**src/rtl/con_eval_unit.sv**
```systemverilog
// con_eval_unit: pipelined branch-condition evaluator for the CON path.
// Latency: con_out/con_valid update on the second edge after a con_in capture.
// Backpressure: none; accepts one capture per cycle, flush kills stage 1 only.
// Ports: clk/clr (async active-high reset), con_in + bus_mux_out + ir_cond
//   (capture), flush (sync kill), con_out/con_valid/busy (results),
//   taken_cnt/eval_cnt (statistics, built only when CON_STATS_EN is defined).
// Optional feature macro: CON_STATS_EN (saturating taken/eval counters).
module con_eval_unit #(
  parameter int DATA_W   = 32,
  parameter int EXT_COND = 1,
  parameter int STAT_W   = 16
) (
  input  logic              clk,
  input  logic              clr,
  input  logic              con_in,
  input  logic [DATA_W-1:0] bus_mux_out,
  input  logic [2:0]        ir_cond,
  input  logic              flush,
  output logic              con_out,
  output logic              con_valid,
  output logic              busy,
  output logic [STAT_W-1:0] taken_cnt,
  output logic [STAT_W-1:0] eval_cnt
);

  // Stage 1 capture registers
  logic              s1_valid_q, s1_valid_d;
  logic [DATA_W-1:0] s1_opnd_q,  s1_opnd_d;
  logic [2:0]        s1_code_q,  s1_code_d;

  // Stage 2 result registers
  logic con_out_q,   con_out_d;
  logic con_valid_q, con_valid_d;

  logic zero, neg, eval_res;

  // Stage 1: flush wins over a simultaneous capture.
  always_comb begin
    s1_valid_d = con_in & ~flush;
    s1_opnd_d  = s1_opnd_q;
    s1_code_d  = s1_code_q;
    if (con_in && !flush) begin
      s1_opnd_d = bus_mux_out;
      s1_code_d = ir_cond;
      // Legacy 4-code set: the top code bit is ignored.
      if (EXT_COND == 0) s1_code_d[2] = 1'b0;
    end
  end

  // Condition evaluation on the stage-1 operand.
  always_comb begin
    zero     = ~|s1_opnd_q;
    neg      = s1_opnd_q[DATA_W-1];
    eval_res = 1'b0;
    case (s1_code_q)
      3'b000:  eval_res = zero;
      3'b001:  eval_res = ~zero;
      3'b010:  eval_res = ~neg;
      3'b011:  eval_res = neg;
      3'b100:  eval_res = ~neg & ~zero;
      3'b101:  eval_res = neg | zero;
      3'b110:  eval_res = 1'b1;
      default: eval_res = 1'b0;
    endcase
  end

  // Stage 2: a flush on this edge also kills the entry about to leave stage 1,
  // so it never produces a con_valid.
  always_comb begin
    con_valid_d = s1_valid_q & ~flush;
    con_out_d   = con_out_q;
    if (con_valid_d) con_out_d = eval_res;
  end

  always_ff @(posedge clk or posedge clr) begin
    if (clr) begin
      s1_valid_q  <= 1'b0;
      s1_opnd_q   <= '0;
      s1_code_q   <= '0;
      con_out_q   <= 1'b0;
      con_valid_q <= 1'b0;
    end else begin
      s1_valid_q  <= s1_valid_d;
      s1_opnd_q   <= s1_opnd_d;
      s1_code_q   <= s1_code_d;
      con_out_q   <= con_out_d;
      con_valid_q <= con_valid_d;
    end
  end

  assign con_out   = con_out_q;
  assign con_valid = con_valid_q;
  assign busy      = s1_valid_q;

`ifdef CON_STATS_EN
  logic [STAT_W-1:0] taken_cnt_q, taken_cnt_d;
  logic [STAT_W-1:0] eval_cnt_q,  eval_cnt_d;

  // Counters step with each result update and stick at all-ones.
  always_comb begin
    taken_cnt_d = taken_cnt_q;
    eval_cnt_d  = eval_cnt_q;
    if (con_valid_d) begin
      if (eval_cnt_q != {STAT_W{1'b1}}) eval_cnt_d = eval_cnt_q + 1'b1;
      if (eval_res && (taken_cnt_q != {STAT_W{1'b1}}))
        taken_cnt_d = taken_cnt_q + 1'b1;
    end
  end

  always_ff @(posedge clk or posedge clr) begin
    if (clr) begin
      taken_cnt_q <= '0;
      eval_cnt_q  <= '0;
    end else begin
      taken_cnt_q <= taken_cnt_d;
      eval_cnt_q  <= eval_cnt_d;
    end
  end

  assign taken_cnt = taken_cnt_q;
  assign eval_cnt  = eval_cnt_q;
`else
  assign taken_cnt = '0;
  assign eval_cnt  = '0;
`endif

endmodule

```
**config.mk**
```make
export PLATFORM = sky130hd
export DESIGN_NAME = con_eval_unit
export DESIGN_NICKNAME = d
export VERILOG_FILES = /design/src/rtl/con_eval_unit.sv
export SDC_FILE = /design/constraint.sdc
export NUM_CORES = 1
export LEC_CHECK = 0
export ABC_AREA = 1
export CAP_MARGIN = 15
export CORE_ASPECT_RATIO = 2
export CORE_MARGIN = 3
export CORE_UTILIZATION = 25
export CTS_CLUSTER_DIAMETER = 50
export DETAILED_ROUTE_END_ITERATION = 12
export GPL_TIMING_DRIVEN = 0
export PLACE_DENSITY = 0.59
export SYNTH_ARGS = -nofsm -noshare
export SYNTH_HDL_FRONTEND = slang
export SYNTH_SLANG_ARGS = --single-unit
```
**constraint.sdc**
```tcl
create_clock -name clk -period 1.1 [get_ports clk]
set_input_delay 0.22 -clock clk [delete_from_list [all_inputs] [get_ports clk]]
set_output_delay 0.22 -clock clk [all_outputs]
set_load 0.02 [all_outputs]
```
==> impl_metrics.csv <==
group,metric,value,unit
placed_design,numPortBuffers,41,
synth,netlist_area,1950,um^2
power,vdd_drop_max,1.03,mV
placed_design,gp_congestion,0.747,
grt,grt_pass1_vias,1668,
placed_design,pre_cts_slack,-0.550,ns
floorplan,die_y,131,um
sta,finalSetupTns,-0.285,ns
sta,maxSlewHeadroom,55.9,%
grt,grt_max_degree,39,
clocking,cts_sinks,38,
floorplan,row_count,44,
clocking,htree_levels,2,
placed_design,hpwl,3570,um
clocking,max-clock-path-buffers,2,
clocking,clock_latency,0.27,ns
critical_path,cp.arrival,1.55,ns
clocking,cts.clk_slew.worst_paths,0.05,ns
layout,finalNetCount,379,
clocking,root_buffer,"clkbuf_16",
route,drtIter0Drc,59,
critical_path,crit_type,"flop to flop",
grt,antenna_found_initial,0,
clocking,numCtsBuffers,5,
synth,ys_ff_latch,38,
synth,ys_types,18,
floorplan,initial_core_util,26.2,%
critical_path,cp_max_fo,3,
status,status,"finished with violations",
layout,area_delta_synth_final,46.2,%
route,drc_errors,0,
status,violations,"negative setup slack",
sta,period_share,126,%
sta,fin_ws,-0.285,ns
sta,finalHoldViolCount,0,
grt,track_usage,10.9,%
route,drt-total-wl,4630,um
layout,regArea,951,um^2
synth,ys_warn_count,0,
floorplan,ios,74,
placed_design,postPlaceCellArea,2590,um^2
layout,final_cell_area,2850,um^2
sta,worst_pin_slew,0.661,ns
power,p_per_area,1460,nW/um^2
route,viasPerCell,3.93,
route,dr.pass1.iters,4,
layout,fillers,788,
power,finalPower,4.15,mW
critical_path,required,1.26,ns
worst_hold_path,min_path_type,"input port to async pin",
route,drtAntennaViolNets,0,
floorplan,die-area,8950,um^2
synth,synthCells,256,
layout,multi_input_area,757,um^2
layout,antenna_cells,0,
route,via_count,1696,
grt,grt_pass1_wl,7270,um
synth,yosysSeqAreaShare,48.8,%
sta,fin_skew,0.00382,ns
floorplan,die_x,68.4,um
grt,grt_overflow_total,0,
synth,synth.avg_cell_area,7.60,um^2
run,cap_violations,0,
sta,fmax,722,MHz
critical_path,end_kind,"flop",
layout,drive_above_1_share,20.6,%
clocking,cts_tree,"done",
sta,setup_viol,1,
layout,final_core_util,38.3,%
sta,post-route-min-period,1.39,ns
route,wl_per_cell,10.7,um
critical_path,cp-start-kind,"flop",
power,p_leak,1.49,nW
floorplan,core-area,7430,um^2
sta,rsz0062_at_grt,"yes",
sta,maxSlewViolCount,0,
==> cell usage after synthesis (all sizes together) <==
| cell | number | share of area (%) |
|---|---|---|
| nor4 | 1 | 0.32 |
| inv | 26 | 5.0 |
| nand2 | 90 | 17 |
| nand4 | 1 | 0.32 |
| conb | 1 | 0.19 |
| o21ai | 21 | 5.4 |
| nand3 | 9 | 2.3 |
| clkbuf | 2 | 0.39 |
| a21oi | 2 | 0.51 |
| dfrtp | 38 | 49 |
| nor2 | 27 | 5.3 |
| nor3 | 1 | 0.26 |
| buf | 37 | 14 |
==> final timing paths <==
| check | endpoint | cells past startpoint | slack [ns] | startpoint |
|---|---|---|---|---|
| max | con_out | 12 | -0.29 | s1_opnd_q[1] |
| min | s1_opnd_q[22] | 2 | 0.34 | clr |
| max reg2reg | con_out | 12 | -0.29 | s1_opnd_q[1] |
| min reg2reg | s1_opnd_q[3] | 2 | 0.48 | s1_opnd_q[3] |
| max in group asynchronous | s1_code_q[1] | 2 | 0.35 | clr |
| min in group clk | con_valid | 5 | 0.47 | flush |
==> kinds of logic (layout without fill, tap and decap cells) <==
group           count (synthesis)  after routing  share of synthesized area [%]
other cells                     1             32                          0.193
buf+inv                        65            118                           19.0
flops                          38             38                           48.8
compound gates                 23             23                           5.91
simple gates                  129            129                           26.0
==> routing by layer <==
layer,vias up,routed length (um),global-route usage (%)
li1,879,-,-
met1,749,1690,10.7
met2,61,2520,20.8
met3,7,326,2.65
met4,0,89,3.99
met5,-,0,0
==> layout by cell type, fill, tap and decap left out, types with 3 or more instances in the layout <==
| cell type | n |
|---|---|
| nand3_1 | 9 |
| o21ai_1 | 3 |
| o21ai_0 | 18 |
| dfrtp_1 | 38 |
| clkbuf_16 | 5 |
| nor2_2 | 5 |
| inv_1 | 15 |
| nor2_1 | 22 |
| nand2_1 | 89 |
| buf_2 | 5 |
| conb_1 | 32 |
| clkdlybuf4s50_1 | 36 |
| buf_4 | 36 |
| inv_2 | 10 |
==> what timing repair did <==
item | in CTS | in global routing
pin swaps | 5 | 6
gates cloned | 2 | 0
resized for setup | 32 | 5
hold buffers | 0 | 0
setup endpoints to repair | 40 | 6
buffers inserted | 3 | 0
==> metrics by stage <==
step	cells	hold slack [ns]
after floorplan	287	0.330
after global placement	420	0.462
after detailed placement	420	0.466
after CTS	432	0.450
after global routing	432	0.404
final	432	0.342
==> flip-flops by register name, summed over array words and instances (netlist names) <==
register / flops
s1_opnd_q: 32
con_out: 1
con_valid: 1
s1_code_q: 3
busy: 1
==> layout make-up <==
class	count	share of cell area (%)
timing repair buffer	46	15.9
sequential	38	33.4
inverter	26	3.47
clock buffer	6	4.88
multi-input combinational	184	26.6
buffer	39	10.6
tap	92	4.04
clock inverter	1	1.05
==> power by group <==
part	leakage [nW]	total, mW	switching, mW	internal, mW
logic	0.936	0.858	0.466	0.392
clock network	0.0829	1.62	0.499	1.12
registers	0.471	1.68	0.102	1.58
total	1.49	4.15	1.07	3.09
==> critical path, cell delays in order (launching register included) <==
cell and delay [ns]:
dfrtp_1 0.38, nor2_2 0.11, nand2_1 0.08, inv_1 0.07, nand2_1 0.04, nor2_1 0.10, nand2_1 0.10, nand3_1 0.08
nand2_1 0.05, nor2_1 0.08, nand2_1 0.07, nand2_1 0.06, nand2_1 0.05
Note: power is estimated with default switching activity, not from simulation.
